[src/rtl/alu_seq.sv]
// Operand/result sequencer in front of a combinational ALU: IDLE -> EXEC -> DONE.
// Optional accumulator operand source enabled with `define ALU_SEQ_ACC_EN.
module alu_seq #(
  parameter int unsigned STALL_CYCLES = 0
) (
  input  logic       clk,
  input  logic       rst,
  input  logic       in_valid,
  output logic       in_ready,
  input  logic [7:0] in_a,
  input  logic [7:0] in_b,
  input  logic [3:0] in_opcode,
`ifdef ALU_SEQ_ACC_EN
  input  logic       in_use_acc,
`endif
  output logic [7:0] alu_a,
  output logic [7:0] alu_b,
  output logic [3:0] alu_opcode,
  input  logic [7:0] alu_result,
  input  logic       alu_carry,
  input  logic       alu_zero,
  input  logic       alu_overflow,
  input  logic       alu_negative,
  output logic       out_valid,
  input  logic       out_ready,
  output logic [7:0] out_result,
  output logic [3:0] out_flags
);

  typedef enum logic [1:0] {IDLE, EXEC, DONE} state_t;

  // One cycle beyond STALL_CYCLES lets the freshly registered operands settle
  // through the external ALU before the result is captured.
  localparam logic [3:0] EXEC_LOAD = 4'(STALL_CYCLES + 1);

  state_t     state_q, state_d;
  logic [3:0] cnt_q, cnt_d;
  logic [7:0] alu_a_q, alu_a_d;
  logic [7:0] alu_b_q, alu_b_d;
  logic [3:0] alu_op_q, alu_op_d;
  logic [7:0] res_q, res_d;
  logic [3:0] flags_q, flags_d;
  logic [7:0] a_sel;

`ifdef ALU_SEQ_ACC_EN
  logic [7:0] acc_q, acc_d;
  assign a_sel = in_use_acc ? acc_q : in_a;
`else
  assign a_sel = in_a;
`endif

  // NOTE: sequential state uses non-blocking assignments; reset is sampled on the clock edge only.
  always_ff @(posedge clk) begin
    if (rst) begin
      state_q  <= IDLE;
      cnt_q    <= '0;
      alu_a_q  <= '0;
      alu_b_q  <= '0;
      alu_op_q <= '0;
      res_q    <= '0;
      flags_q  <= '0;
`ifdef ALU_SEQ_ACC_EN
      acc_q    <= '0;
`endif
    end else begin
      state_q  <= state_d;
      cnt_q    <= cnt_d;
      alu_a_q  <= alu_a_d;
      alu_b_q  <= alu_b_d;
      alu_op_q <= alu_op_d;
      res_q    <= res_d;
      flags_q  <= flags_d;
`ifdef ALU_SEQ_ACC_EN
      acc_q    <= acc_d;
`endif
    end
  end

  // NOTE: every signal gets a hold-value default first so no path infers a latch.
  always_comb begin
    state_d  = state_q;
    cnt_d    = cnt_q;
    alu_a_d  = alu_a_q;
    alu_b_d  = alu_b_q;
    alu_op_d = alu_op_q;
    res_d    = res_q;
    flags_d  = flags_q;
`ifdef ALU_SEQ_ACC_EN
    acc_d    = acc_q;
`endif
    unique case (state_q)
      IDLE: begin
        if (in_valid) begin
          alu_a_d  = a_sel;
          alu_b_d  = in_b;
          alu_op_d = in_opcode;
          cnt_d    = EXEC_LOAD;
          state_d  = EXEC;
        end
      end
      EXEC: begin
        if (cnt_q != 4'd0) begin
          cnt_d = cnt_q - 4'd1;
        end else begin
          res_d   = alu_result;
          flags_d = {alu_negative, alu_overflow, alu_zero, alu_carry};
`ifdef ALU_SEQ_ACC_EN
          acc_d   = alu_result;
`endif
          state_d = DONE;
        end
      end
      DONE: begin
        if (out_ready) state_d = IDLE;
      end
      default: state_d = IDLE;
    endcase
  end

  always_comb begin
    in_ready  = (state_q == IDLE);
    out_valid = (state_q == DONE);
  end

  assign alu_a      = alu_a_q;
  assign alu_b      = alu_b_q;
  assign alu_opcode = alu_op_q;
  assign out_result = res_q;
  assign out_flags  = flags_q;

endmodule

[config.mk]
export PLATFORM = sky130hd
export DESIGN_NAME = alu_seq
export DESIGN_NICKNAME = d
export VERILOG_FILES = /design/src/rtl/alu_seq.sv
export SDC_FILE = /design/constraint.sdc
export NUM_CORES = 1
export LEC_CHECK = 0
export CAP_MARGIN = 20
export CORE_MARGIN = 2
export CORE_UTILIZATION = 35
export DETAILED_ROUTE_END_ITERATION = 8
export GPL_ROUTABILITY_DRIVEN = 0
export GPL_TIMING_DRIVEN = 0
export PLACE_DENSITY_LB_ADDON = 0.25
export SYNTH_ARGS = -nofsm -noshare
export SYNTH_HDL_FRONTEND = slang
export SYNTH_SLANG_ARGS = --single-unit
export TNS_END_PERCENT = 30
[constraint.sdc]
create_clock -name clk -period 1.94 [get_ports clk]
set_input_delay 0.485 -clock clk [delete_from_list [all_inputs] [get_ports clk]]
set_output_delay 0.485 -clock clk [all_outputs]
set_load 0.05 [all_outputs]
* Word-level counts from Yosys, hierarchy flattened
Cells that the tools add are included.
** Storage, ports and cells
- Word-level logic and storage cells :: 29
- Output and inout port bits :: 34
- Flip-flop bits (word level) :: 38
** Cells by class
- Reductions and logical operators :: 7
- Equal/unequal tests :: 6
- Add/subtract/negate cells :: 1
- Bitwise operators :: 1
- Mux-type cells :: 7
** Operators by type and width (count)
- 4-bit 2-to-1 mux :: 2
- 4-bit case mux with 2 select lines :: 1
- 2-bit 2-to-1 mux :: 3
- 2-bit != test (second input constant) :: 3
- 2-bit case mux with 3 select lines :: 1
- 3-bit AND reduction :: 2
- 2-bit AND reduction :: 2
- 4-bit nonzero test :: 1
- 4-bit by 1-bit subtractor with 4-bit output (second input constant) :: 1
- 2-bit by 1-bit equality test with 1-bit output (second input constant) :: 1
- 2-bit equality test (second input constant) :: 1
- 2-bit logical NOT :: 1
- 2-bit by 1-bit != test with 1-bit output (second input constant) :: 1
- 2-bit nonzero test :: 1
- 1-bit inverter :: 1

* Depth between registers and ports, before layout
- Depth after elaboration :: 3
- Depth in mapped cells :: 6

* Least setup slack after synthesis
Ideal clock, no wire load.
- Kind :: flip-flop to output port
- From :: reg state_q[1]
- To :: out out_valid
- Stages on the path, launching flop included :: 2
- Arrival :: 1.136 ns
- Buffers on the path :: 0
- Data required time :: 1.455 ns
- Slack :: 0.319 ns
- Cells stage by stage :: dfxtp_1 -> nor2b_1
** Between the ends
- Longest elaborated chain between the ends :: 1
** Ends and longest elaborated chain
- start: declaration :: RTL line 36 : state_t state_q, state_d;
- start signal: assignment :: RTL line 66 : state_q <= state_d;
- 2-bit equality test :: RTL line 122 : out_valid = (state_q == DONE);
- end: declaration :: RTL line 24 : output logic out_valid,
No other way between the ends.

* Final worst setup path
- From :: reg alu_b_q[3], in the netlist alu_b[3]
- To :: out alu_b[3]
** RTL lines
- start: declaration :: RTL line 39 : logic [7:0] alu_b_q, alu_b_d;
- start signal: assignment :: RTL line 69 : alu_b_q <= alu_b_d;
- end: declaration :: RTL line 17 : output logic [7:0] alu_b,
No word-level cell between the ends.

==> results.sh <==
export IMPL_start_kind="flip-flop"
export IMPL_drt_total_wl_um=3980
export IMPL_cts_tree="built"
export IMPL_yosys_warnings=0
export IMPL_postCtsSetupBuffers=0
export IMPL_drt_pass1_iter_count=4
export IMPL_finalSetupViolations=0
export IMPL_crit_buf_inv=1
export IMPL_final_min_clock_period_ns=1.90
export IMPL_cts_sinks=38
export IMPL_regArea_um2=761
export IMPL_fp_dieW_um=68.8
export IMPL_skew_ns=0.00872
export IMPL_max_freq_mhz=526
export IMPL_grtUsageTotal=0.168
export IMPL_grt_pass1_vias=1289
export IMPL_setup_tns_final_ns=0
export IMPL_status="completed"
export IMPL_worst_ep_required_time_ns=1.45
export IMPL_async_reset_ff_frac=0
export IMPL_cts_made_buffers=5
export IMPL_synthesis_nets=216
export IMPL_hold_path_class="flip-flop to flip-flop"
export IMPL_slew_viol_final=0
export IMPL_worstPathArrival_ns=1.42
export IMPL_rows=23
export IMPL_critPathMaxFanout=2
export IMPL_antenna_cells=0
export IMPL_vdd_drop_max_v=0.000590
export IMPL_antenna_found_initial=0
export IMPL_postLayoutCellArea_mm2=0.00240
export IMPL_max_stage_delay_ns=0.81
export IMPL_ctsHtreeMaxLevel=2
export IMPL_nNetsFinal=291
export IMPL_synth_area_leaders="dfxtp_1, a21oi_1, nand2_1"
export IMPL_port_buffers=68
export IMPL_fin_crit_sh=0.981
export IMPL_place_ws_ns=-0.135
export IMPL_synth_edf_count=0
export IMPL_netlist_area_leader_share=0.518
export IMPL_area_delta_synth_final_pct=63.1
export IMPL_fin_hold_ws_ns=0.451
export IMPL_grt_max_degree=12
export IMPL_worst_slack_ns=0.0376
export IMPL_cts_hold_buf=0
export IMPL_final_common_cell="nand2_1"
export IMPL_path_cells="clkdlybuf4s50_1"
export IMPL_clock_latency_ns=0.29
export IMPL_cts_root_buf="clkbuf_8"
export IMPL_rsz0062_at_grt="no"
export IMPL_multi_input_area_um2=649
export IMPL_wl_per_cell_um=13.1
export IMPL_path_delay_family="buffers and inverters"
export IMPL_tightest_slew_ns=0.539
export IMPL_dp_hpwl_um=2790
export IMPL_yosysTopAreaCell="dfxtp_1"
export IMPL_seq_area_frac_synth=0.518
export IMPL_syn_area_mm2=0.00147
export IMPL_setup_worst_path_end_class="output port"
export IMPL_drv_cap=0
export IMPL_slowest_stage="clkdlybuf4s50_1"
export IMPL_hold_viol_final=0
export IMPL_vias=1478
export IMPL_worst_setup_path_type="flip-flop to output port"
export IMPL_initial_core_util=0.365
export IMPL_via_per_inst=4.88
export IMPL_p_per_area_mw_per_mm2=999
export IMPL_synth_seq_cells=38
export IMPL_drc=0
export IMPL_syn_area_per_cell_um2=8.25
export IMPL_max_slew_margin_rel=0.635
export IMPL_synthCells=178
export IMPL_drive_above_1_share=0.0632
export IMPL_synth_main_ff_cell="dfxtp_1"
export IMPL_placed_area_mm2=0.00221
export IMPL_ys_types=25
export IMPL_dieArea_mm2=0.00473
export IMPL_chipHeight_um=68.8
export IMPL_fillers=378
export IMPL_ant_nets=0
export IMPL_clk_path_buf_depth=2
export IMPL_p_leak_nw=1.34
export IMPL_clk_pin_slew_ns=0.07
export IMPL_overflow=0
export IMPL_grt_pass1_wl_um=5870
export IMPL_final_cell_mix="nand2_1, dfxtp_1, clkdlybuf4s50_1"
export IMPL_core_area_mm2=0.00403
export IMPL_drt_iter0_drc=71
export IMPL_power_total_w=0.00239
export IMPL_ioPinCount=70
final timing paths:
check | from | endpoint | slack, ns | cells after the start
max reg2reg | cnt_q[0]$_SDFFE_PP0P_ | out_flags[2]$_SDFFE_PP0P_ | 0.17 | 6
min | alu_b[5]$_SDFFE_PP0P_ | alu_b[5]$_SDFFE_PP0P_ | 0.45 | 2
min reg2reg | alu_b[5]$_SDFFE_PP0P_ | alu_b[5]$_SDFFE_PP0P_ | 0.45 | 2
max | alu_b[3]$_SDFFE_PP0P_ | alu_b[3] | 0.04 | 1
cells by family (layout without fill, tap and decap cells):
family                     Yosys count  after routing  share of synthesized area
adders and majority gates            2              2                     0.0170
and+or+nand+nor                     69             69                      0.226
AOI/OAI and AO/OA                   53             53                      0.196
buffers and inverters               16             91                     0.0434
DFF                                 38             38                      0.518
state kept, by name, indices dropped and copies added, names as in the netlist:
name,count
state_q,2
out_flags,4
out_result,8
cnt_q,4
alu_opcode,4
alu_a,8
alu_b,8
metrics by stage:
step | utilization | instances
finish | 0.595 | 303
global route | 0.595 | 303
CTS | 0.577 | 303
detailed placement | 0.549 | 296
global placement | 0.549 | 296
floorplan | - | 178
cells in the mapped netlist, drive strengths merged (2+ instances only):
| cell type | count |
|---|---|
| buf | 3 |
| o31ai | 2 |
| dfxtp | 38 |
| nand3 | 13 |
| o21ai | 13 |
| or3 | 2 |
| or4 | 2 |
| nor2b | 2 |
| a21oi | 33 |
| or3b | 2 |
| inv | 4 |
| nor2 | 2 |
| nand2 | 40 |
| clkbuf | 9 |
| a211oi | 2 |
| ha | 2 |
| nor3b | 2 |
layout make-up:
type | instances | share of cell area
buffer | 12 | 0.0204
clock buffer | 6 | 0.0345
timing repair buffer | 68 | 0.312
multi-input combinational | 124 | 0.271
inverter | 4 | 0.00627
clock inverter | 1 | 0.0125
sequential | 38 | 0.317
tap | 50 | 0.0261
timing repair:
action	4_1_cts	5_1_grt
setup endpoints to repair	2	39
gates cloned	0	0
gates resized for setup	3	31
metal layers:
metal / vias to the layer above / track usage / wire (µm)
met2: 40 / 0.266 / 1910
met4: 0 / 0.0515 / 26
met1: 679 / 0.210 / 1760
met3: 4 / 0.0698 / 277
li1: 755 / - / -
met5: - / 0 / 0
where the power goes:
group	switching (W)	internal, W	leakage [nW]	total [W]
clock network	0.000267	0.000411	0.0573	0.000679
logic	0.000514	0.000287	0.969	0.000801
registers	0.0000527	0.000862	0.311	0.000915
(Power assumes the default switching activity.)
